$ cat config.mk
export PLATFORM = sky130hd
export DESIGN_NAME = keypad_scan_ctrl
export DESIGN_NICKNAME = d
export VERILOG_FILES = /design/src/rtl/keypad_scan_ctrl.sv
export SDC_FILE = /design/constraint.sdc
export NUM_CORES = 1
export LEC_CHECK = 0
export ABC_AREA = 1
export CORE_MARGIN = 3
export CORE_UTILIZATION = 50
export DETAILED_ROUTE_END_ITERATION = 7
export GPL_ROUTABILITY_DRIVEN = 0
export PLACE_DENSITY = 0.69
export SLEW_MARGIN = 20
export SYNTH_ARGS = -nofsm -noshare
export SYNTH_HDL_FRONTEND = slang
export SYNTH_SLANG_ARGS = --single-unit
$ cat constraint.sdc
create_clock -name clk -period 2.56 [get_ports clk]
set_input_delay 0.384 -clock clk [delete_from_list [all_inputs] [get_ports clk]]
set_output_delay 0.384 -clock clk [all_outputs]
set_load 0.02 [all_outputs]
$ cat src/rtl/keypad_scan_ctrl.sv
// Scans a 3x4 active-low matrix keypad one column per tick, debouncing both press and release.
// Accepted keys appear on key_code with a one-cycle key_valid strobe; key_held stays high until release.
module keypad_scan_ctrl #(
  parameter int SCAN_DIV = 50000,
  parameter int DEBOUNCE = 4
) (
  input  logic       clk,
  input  logic       rst,
  input  logic       en,
  input  logic [3:0] row,
  output logic [2:0] col,
  output logic [3:0] key_code,
  output logic       key_valid,
  output logic       key_held
);

  localparam int TW = $clog2(SCAN_DIV);
  localparam int DW = $clog2(DEBOUNCE + 1);
  localparam logic [TW-1:0] TICK_LAST = TW'(SCAN_DIV - 1);
  localparam logic [DW-1:0] DEB_N     = DW'(DEBOUNCE);

  typedef enum logic [1:0] {S_SCAN, S_DEBOUNCE, S_HELD} state_e;

  state_e        state_q;
  logic [1:0]    c_q;
  logic [TW-1:0] tick_cnt_q, tick_cnt_d;
  logic [DW-1:0] deb_q, deb_plus;
  logic [3:0]    cap_row_q;
  logic [3:0]    cap_code_q;
  logic [3:0]    key_code_q;
  logic          key_valid_q;
  logic          key_held_q;
  logic [2:0]    col_q;
  logic          tick;

  function automatic logic [1:0] next_col(input logic [1:0] c);
    return (c == 2'd2) ? 2'd0 : c + 2'd1;
  endfunction

  function automatic logic [2:0] col_drive(input logic [1:0] c);
    return ~(3'b100 >> c);
  endfunction

  // Topmost pulled-low row wins when several keys share the scanned column.
  function automatic logic [3:0] key_map(input logic [3:0] r_pat, input logic [1:0] c);
    logic [1:0] r;
    logic [3:0] code;
    if (!r_pat[3])      r = 2'd0;
    else if (!r_pat[2]) r = 2'd1;
    else if (!r_pat[1]) r = 2'd2;
    else                r = 2'd3;
    if (r == 2'd3) begin
      case (c)
        2'd0:    code = 4'd10;
        2'd1:    code = 4'd0;
        default: code = 4'd11;
      endcase
    end else begin
      code = ({2'b00, r} * 4'd3) + {2'b00, c} + 4'd1;
    end
    return code;
  endfunction

  always_comb begin
    tick       = en && (tick_cnt_q == TICK_LAST);
    tick_cnt_d = tick ? '0 : tick_cnt_q + TW'(1);
    deb_plus   = deb_q + DW'(1);
  end

  always_ff @(posedge clk) begin
    if (rst) begin
      state_q     <= S_SCAN;
      c_q         <= 2'd0;
      tick_cnt_q  <= '0;
      deb_q       <= '0;
      cap_row_q   <= 4'd0;
      cap_code_q  <= 4'd0;
      key_code_q  <= 4'd0;
      key_valid_q <= 1'b0;
      key_held_q  <= 1'b0;
      col_q       <= 3'b011;
    end else if (!en) begin
      col_q       <= 3'b111;
      key_valid_q <= 1'b0;
    end else begin
      key_valid_q <= 1'b0;
      tick_cnt_q  <= tick_cnt_d;
      col_q       <= col_drive(c_q);
      if (tick) begin
        case (state_q)
          S_SCAN: begin
            if (row != 4'hF) begin
              cap_row_q  <= row;
              cap_code_q <= key_map(row, c_q);
              deb_q      <= '0;
              state_q    <= S_DEBOUNCE;
            end else begin
              c_q   <= next_col(c_q);
              col_q <= col_drive(next_col(c_q));
            end
          end
          S_DEBOUNCE: begin
            if (row == cap_row_q) begin
              if (deb_plus == DEB_N) begin
                key_code_q  <= cap_code_q;
                key_valid_q <= 1'b1;
                key_held_q  <= 1'b1;
                deb_q       <= '0;
                state_q     <= S_HELD;
              end else begin
                deb_q <= deb_plus;
              end
            end else begin
              state_q <= S_SCAN;
              c_q     <= next_col(c_q);
              col_q   <= col_drive(next_col(c_q));
            end
          end
          S_HELD: begin
            if (row == 4'hF) begin
              if (deb_plus == DEB_N) begin
                key_held_q <= 1'b0;
                deb_q      <= '0;
                state_q    <= S_SCAN;
                c_q        <= next_col(c_q);
                col_q      <= col_drive(next_col(c_q));
              end else begin
                deb_q <= deb_plus;
              end
            end else begin
              deb_q <= '0;
            end
          end
          default: state_q <= S_SCAN;
        endcase
      end
    end
  end

  assign col       = col_q;
  assign key_code  = key_code_q;
  assign key_valid = key_valid_q;
  assign key_held  = key_held_q;

endmodule

==> flow_summary.toml, run 1 <==
[routing]
drt_wl_total_mm = 5.073
via_per_inst = 5.077
post_drt_wl_per_cell_um = 12.28
vias = 2097
drt_iter0_markers = 142
dr.pass1.iters = 4
drcViolationCount = 0
ant_nets = 0

[clock_network]
cts.repair.resized = 0
h-tree-depth = 2
clock_latency_ns = 0.30
post-cts-setup-buffers = 0
numCtsBuffers = 5
cts_sinks = 40
cts-root-buf = "clkbuf_8"
cts_tree = "built"
clkTransAtPathRegs_ns = 0.08
postCtsHoldBufs = 0
cts_buffer_depth = 2

[setup_path]
ff2ff_setup_slack_ns = 0.68
ff2ff_path_depth = 7
end_kind = "flop"
reg2reg_from = "tick_cnt_q[0]"
start_kind = "input pin"
critical_path_class = "in -> reg"
endpoint = "cap_code_q[2]"
cp.arrival_ns = 2.40
r2r_end = "cap_code_q[0]"
setup.worst_path.start = "row[3]"
required_ns = 2.73
crit_fanout = 3

[cells_and_area]
drive_gt1_share_pct = 8.310
seq_area_um2 = 800.8
multi_input_area_um2 = 1300
areaGrowthSynthToFinish_pct = 14.36
nFillCells = 414
nets = 380
diodes = 0

[synth]
synth_fp_nets = 358
synth-warning-count = 0
synthFlopType = "dfxtp_1"
yosys-top-cells-count = "62 x nand2_1, 49 x nor2_1, 43 x inv_1, 40 x dfxtp_1, 27 x a21oi_1"
yosys.area.top_type_share_pct = 34.67
synth-seq-cells = 40
synthCells = 338
ys_types = 36
synth_most_common_cell = "nand2_1"
synthArstFlopShare_pct = 0
netlist_area_um2 = 2310
synth-edff-count = 0
yosys.area.top_type = "dfxtp_1"
synth_area_leaders = "dfxtp_1 35%, nand2_1 10%, nor2_1 8.0%"
avgSynthCellArea_um2 = 6.833
ys_seq_area_share_pct = 34.67

[sta]
period_minus_slack_ns = 2.226
setup_violations = 0
fmax_ghz = 0.4493
worst_slew_pin_slew_ns = 0.4499
rsz0062_at_grt = "false"
max-slew-margin-rel_pct = 69.73
finalHoldViolCount = 0
setup-tns-final_ns = 0
clock_skew_ns = 0.01048
finalWorstSetupSlack_ns = 0.3342
maxSlewViolCount = 0
fin_crit_sh_pct = 86.94

[placement]
pre_cts_ws_ns = 0.01317
dp_hpwl_mm = 3.841
port_buffers = 15

[global_routing]
antenna_found_initial = 0
grt_max_degree = 23
grt_pass1_vias = 1890
grt_pass1_wl_mm = 8.659
grtUsageTotal_pct = 20.72
gr-total-overflow = 0

[power_and_ir_drop]
p_leak_nw = 1.124
p_total_mw = 1.233
ir_drop_mv = 0.2930
p_int_mw = 0.9491
switching_share_pct = 23.00
power.share.sequential_pct = 50.9
p_per_area_nw_per_um2 = 466.7
pwr-share-clk_pct = 42.2
power.share.combinational_pct = 6.9
p_switching_mw = 0.2835

[run]
drv_cap = 0

[floorplanning]
fp-row-count = 24
core_um2 = 4414
initial_utilization_pct = 52.32
die-area_um2 = 5471
ios = 16
die_w_um = 73.97
die_h_um = 73.97

[worst_hold_path]
hp-class = "reg -> reg"

[outcome]
outcome = "finished clean"
## metrics by stage
stage | area (µm²) | std cells | util, % | hold WS, ns
after CTS | 2641 | 413 | 59.84 | 0.4536
after global placement | 2530 | 405 | 57.31 | 0.4389
after global routing | 2641 | 413 | 59.84 | 0.4953
final | 2641 | 413 | 59.84 | 0.4501
after detailed placement | 2530 | 405 | 57.31 | 0.4445
after floorplan | 2310 | 338 | - | 0.4217
## worst max-delay path, cell delays in order
cell	delay (ns)
clkdlybuf4s50_1	0.50
inv_1	0.06
a21oi_1	0.20
fa_1	0.51
fa_1	0.42
o21ai_0	0.18
a21o_1	0.10
a21oi_1	0.05
## layout by cell type, fill, tap and decap left out, types with 2 or more instances in the layout
master and n:
fa_1 2, clkdlybuf4s50_1 15, nor3_1 7, inv_1 43, nor2_1 49, a31oi_1 2
nand2_2 3, nand2_1 62, o21ai_1 14, and3_1 3, dfxtp_1 40, nand4_1 4
a21oi_1 27, o21a_1 2, o21ai_0 12, nor2_4 3, inv_2 4, clkbuf_8 5
ha_1 11, xor2_1 2, buf_4 5, nor2_2 4, nand3_1 25, nor4_1 3
## cells by family after synthesis
| group | count (synthesis) | share of synthesized area, % |
|---|---|---|
| fa+ha+maj | 13 | 7.692 |
| compound gates | 62 | 14.30 |
| flops | 40 | 34.67 |
| xor+xnor | 2 | 0.7585 |
| simple gates | 169 | 33.53 |
| buf+inv | 52 | 9.046 |
## power by group through the flow
stage          logic, mW  clock network [mW]  registers (mW)
2_1_floorplan     0.0526                   0           0.643
6_report          0.0850               0.520           0.628
5_1_grt           0.0962               0.566           0.628
3_5_place_dp      0.0851                   0           0.642
4_1_cts           0.0853               0.537           0.628
3_3_place_gp      0.0835                   0           0.642
## layer usage
layer  vias up  part of all wire, %  GRT usage [%]  routed length, µm
li1       1139                    -              -                  -
met1       904                   51          30.43               2597
met2        49                   42          29.63               2151
met3         5                  5.0          5.270                254
met4         0                  1.4          6.640                 70
met5         -                    0              0                  0
## worst min-delay path by stage
stage          depth (start not counted)           start             end  slack, ns
6_report                               1  tick_cnt_q[15]  tick_cnt_q[15]       0.45
5_1_grt                                1  tick_cnt_q[15]  tick_cnt_q[15]       0.50
4_1_cts                                1  tick_cnt_q[15]  tick_cnt_q[15]       0.45
3_5_place_dp                           1  tick_cnt_q[15]  tick_cnt_q[15]       0.44
3_3_place_gp                           1  tick_cnt_q[15]  tick_cnt_q[15]       0.44
2_1_floorplan                          1  tick_cnt_q[15]  tick_cnt_q[15]       0.42
## sequential cells by signal (all words and copies together), names as in the netlist
name        cells
tick_cnt_q     16
cap_code_q      4
cap_row_q       4
key_code        4
col             3
deb_q           3
c_q             2
state_q         2
key_held        1
key_valid       1
## area by class of cell
class	instances	share of cell area (%)
inverters	47	6.679
clock inverters	3	1.611
multi-input cells	246	49.22
well taps	52	2.463
repair buffers	20	7.106
clock buffers	5	2.605
flip-flops and latches	40	30.32
Note: power is estimated with default switching activity, not from simulation.
==> run 2, diff against run 1 <==
--- a/config.mk
+++ b/config.mk
@@ -7,5 +7,5 @@
 export LEC_CHECK = 0
 export ABC_AREA = 1
-export CORE_MARGIN = 3
+export CORE_MARGIN = 4
 export CORE_UTILIZATION = 50
 export DETAILED_ROUTE_END_ITERATION = 7
==> constraint.sdc (replaced) <==
create_clock -name clk -period 2.56 [get_ports clk]
set_input_delay 0.512 -clock clk [delete_from_list [all_inputs] [get_ports clk]]
set_output_delay 0.512 -clock clk [all_outputs]
set_load 0.02 [all_outputs]
==> run 2 against run 1 <==
Effect of this change: sequential power hardly changed; critical path depth did not move; global-route usage is 2.0 points lower; design area increased by 1.1%; clock-buffer cell count rose by 2; combinational power rose by 5.9%; first-iteration DRC count decreased by 8.5%; fmax decreased by 8.0%; setup slack got worse by 0.19 ns; worst hold slack better by 0.010 ns; utilization increased by 0.68 points; routed wire length shrank 0.65%; critical path type unchanged; critical endpoint unchanged; largest cell class unchanged; highest routed layer unchanged.
==> flow_summary.toml, run 2 (synthesis gave the netlist of run 1 again) <==
[sta]
period_minus_slack_ns = 2.420
worst_slew_pin_slew_ns = 0.4538
fmax_ghz = 0.4131
finalWorstSetupSlack_ns = 0.1395
fin_crit_sh_pct = 94.55
setup-tns-final_ns = 0
rsz0062_at_grt = "false"
max-slew-margin-rel_pct = 69.47
maxSlewViolCount = 0
clock_skew_ns = 0.003712
setup_violations = 0
finalHoldViolCount = 0

[run]
drv_cap = 0

[placement]
port_buffers = 15
dp_hpwl_mm = 3.914
pre_cts_ws_ns = -0.1478
dpl_cell_area_um2 = 2575
dp.cells = 411

[clock_network]
cts_buffer_depth = 2
cts-root-buf = "clkbuf_8"
numCtsBuffers = 5
postCtsHoldBufs = 0
h-tree-depth = 2
clock_latency_ns = 0.29
post-cts-setup-buffers = 0
cts_tree = "built"
cts.repair.resized = 0
clkTransAtPathRegs_ns = 0.08
cts_sinks = 40

[power_and_ir_drop]
p_leak_nw = 1.150
p_total_mw = 1.168
ir_drop_mv = 0.3022
p_per_area_nw_per_um2 = 437.1

[setup_path]
required_ns = 2.72
ff2ff_setup_slack_ns = 0.72
critical_path_class = "in -> reg"
start_kind = "input pin"
cp.arrival_ns = 2.58
end_kind = "flop"
crit_fanout = 3

[global_routing]
grtUsageTotal_pct = 18.71
gr-total-overflow = 0
grt_pass1_vias = 2032
grt_max_degree = 23
grt_pass1_wl_mm = 9.135
antenna_found_initial = 0

[routing]
via_per_inst = 5.141
dr.pass1.iters = 4
drcViolationCount = 0
post_drt_wl_per_cell_um = 12.06
drt_wl_total_mm = 5.040
drt_iter0_markers = 130
vias = 2149
ant_nets = 0

[floorplanning]
initial_utilization_pct = 52.32
die-area_um2 = 5771
die_w_um = 75.97
fp-row-count = 24
ios = 16
die_h_um = 75.97
core_um2 = 4414

[cells_and_area]
largest_reg_flops = 16
nets = 386
instances_no_fill = 418
regMostFlops = "tick_cnt_q"
layout_commonest_cell = "nand2_1"
final_area_um2 = 2671
drive_gt1_share_pct = 9.563
layout_common_cells = "62 x nand2_1, 49 x nor2_1, 43 x inv_1"
areaGrowthSynthToFinish_pct = 15.66
nFillCells = 448
diodes = 0

[worst_hold_path]
hp-class = "reg -> reg"

[outcome]
outcome = "finished clean"
## run 2: cell count changes in the layout (fill, tap and decap cells not counted)
cell | before | now
clkinv_2 | 1 | 0
clkbuf_8 | 5 | 7
clkinvlp_4 | 1 | 0
bufinv_16 | 1 | 0
buf_4 | 5 | 11
## run 2: cell type report
cell class	count	area, µm²	share of cell area [%]
repair buffers	26	232.7	8.712
well taps	52	65.06	2.436
multi-input cells	246	1300	48.67
flip-flops and latches	40	800.8	29.98
inverters	47	176.4	6.604
clock buffers	7	96.34	3.607
## run 2: power by group
group          switching, mW  internal, mW
clock network          0.210         0.240
registers            0.00262         0.625
logic                 0.0505        0.0396
## run 2: worst max-delay path, stage by stage
cell and delay [ns]:
clkdlybuf4s50_1 0.50, inv_1 0.06, a21oi_1 0.23, fa_1 0.51, fa_1 0.43, o21ai_0 0.18, a21o_1 0.11, a21oi_1 0.06
## run 2: metrics by stage
step	hold slack [ns]	util, %
6_report	0.4603	60.52
5_1_grt	0.5062	60.52
4_1_cts	0.4589	60.52
3_5_place_dp	0.4412	58.33
3_3_place_gp	0.4375	58.33
2_1_floorplan	0.4217	-
## run 2: worst paths after layout
kind | to | depth (start not counted) | from
worst max register to register | cap_code_q[3] | 8 | tick_cnt_q[0]
worst min-delay path | tick_cnt_q[15] | 1 | tick_cnt_q[15]
worst min register to register | tick_cnt_q[15] | 1 | tick_cnt_q[15]
worst max-delay path | cap_code_q[2] | 8 | row[1]
## run 2: layer usage
layer	track usage, %	wire length [µm]	up-vias
met4	3.737	59	0
met2	27.74	2111	44
met3	4.858	251	9
met1	27.26	2618	946
met5	0	0	-
li1	-	-	1150
==> run 3, diff against run 2 <==
Settings changed: CORE_UTILIZATION 50 to 35, PLACE_DENSITY 0.69 to 0.52.
==> run 3 against run 2 <==
Effect of this change: first-iteration DRC count is 12% lower; register-to-register slack about the same; sequential share of layout area shrank 0.83 points; fmax increased by 2.7%; clock skew grew 0.0097 ns; design area up 2.9%; via count grew 0.65%; largest cell class unchanged.
==> flow_summary.toml, run 3 (synthesis gave the netlist of run 1 again) <==
[clock_network]
h-tree-depth = 2
cts.repair.resized = 0
postCtsHoldBufs = 0
numCtsBuffers = 5
post-cts-setup-buffers = 0
cts_sinks = 40
clkTransAtPathRegs_ns = 0.09
cts_buffer_depth = 2
cts_tree = "built"
cts-root-buf = "clkbuf_8"
clock_latency_ns = 0.30

[global_routing]
grtUsageTotal_pct = 15.56
grt_pass1_wl_mm = 9.597
grt_max_degree = 23
antenna_found_initial = 0
gr-total-overflow = 0
grt_pass1_vias = 2047

[worst_hold_path]
hp-class = "reg -> reg"
min_path_cells = 1

[setup_path]
cpPeakStageDelay_ns = 0.51
crit_chain = "clkdlybuf4s50_1 -> inv_1 -> a21oi_1 -> fa_1 -> fa_1 -> o21ai_0 -> a21o_1 -> a21oi_1"
slowest_stage = "clkdlybuf4s50_1"
cp.arrival_ns = 2.52
end_kind = "flop"
ff2ff_path_depth = 8
crit_fanout = 3
start_kind = "input pin"
critical_path_class = "in -> reg"
required_ns = 2.73

[sta]
maxSlewViolCount = 0
finalHoldViolCount = 0
worst_slew_pin_slew_ns = 0.4184
rsz0062_at_grt = "false"
clock_skew_ns = 0.01340
max-slew-margin-rel_pct = 72.00
setup_violations = 0
fin_crit_sh_pct = 92.06
period_minus_slack_ns = 2.357
fmax_ghz = 0.4243
hold_slack_ns = 0.4809

[floorplanning]
initial_utilization_pct = 36.17
die_h_um = 89.24
die-area_um2 = 7963
fp-row-count = 29
ios = 16
core_um2 = 6386
die_w_um = 89.24

[cells_and_area]
drive_gt1_share_pct = 10.30
nets = 388
areaGrowthSynthToFinish_pct = 18.96
largest_reg_flops = 16
layout_commonest_cell = "nand2_1"
instances_no_fill = 446
diodes = 0
fin_util_pct = 43.03
layout_common_cells = "62 x nand2_1, 49 x nor2_1, 43 x inv_1"
regMostFlops = "tick_cnt_q"
final_area_um2 = 2748

[power_and_ir_drop]
p_per_area_nw_per_um2 = 473.9
p_leak_nw = 1.175
ir_drop_mv = 0.2098

[routing]
ant_nets = 0
vias = 2163
post_drt_wl_per_cell_um = 12.49
dr.pass1.iters = 4
drt_iter0_markers = 114
drcViolationCount = 0
via_per_inst = 4.850
drt_wl_total_mm = 5.569

[run]
drv_cap = 0

[outcome]
outcome = "finished clean"

[placement]
dp.cells = 438
dp_hpwl_mm = 4.220
dpl_cell_area_um2 = 2621
port_buffers = 15
-- run 3: path summary, 6_finish.rpt --
kind	start	end	slack, ns
worst max-delay path	row[3]	cap_code_q[2]	0.20
worst min-delay path	tick_cnt_q[15]	tick_cnt_q[15]	0.48
worst max register to register	tick_cnt_q[0]	col[2]	0.72
worst min register to register	tick_cnt_q[15]	tick_cnt_q[15]	0.48
-- run 3: stage by stage --
step                 TNS, ns  setup WS (ns)  power [mW]
CTS                        0         0.2184       1.319
floorplan                  0         0.4543      0.6958
detailed placement   -0.1218        -0.1006      0.7349
global placement    -0.09307       -0.08617      0.7339
global route               0        0.09612       1.354
finish                     0         0.2033       1.302
-- run 3: power breakdown --
group | leakage (nW) | internal, mW | switching, mW
registers | 0.323 | 0.625 | 0.00268
clock network | 0.0645 | 0.345 | 0.238
logic | 0.787 | 0.0404 | 0.0514
-- run 3: area by class of cell --
| type | count | area, µm² |
|---|---|---|
| fillers | 680 | 3638 |
| well taps | 77 | 96.34 |
| clock buffers | 7 | 96.34 |
| flip-flops and latches | 40 | 800.8 |
| multi-input cells | 246 | 1300 |
| inverters | 47 | 176.4 |
| repair buffers | 28 | 247.7 |
| clock inverters | 1 | 30.03 |
-- run 3: layer usage --
layer | wire [µm] | vias to the layer above | track usage [%]
li1 | - | 1157 | -
met1 | 3055 | 980 | 22.92
met2 | 2324 | 20 | 22.57
met3 | 114 | 6 | 3.041
met4 | 75 | 0 | 5.142
met5 | 0 | - | 0
-- run 3: critical path: cells and delay by family --
family                   cells  cell delay [ns]
buffers and inverters        2             0.58
AO/OA/AOI/OAI                4             0.52
adder cells (fa/ha/maj)      2             0.91
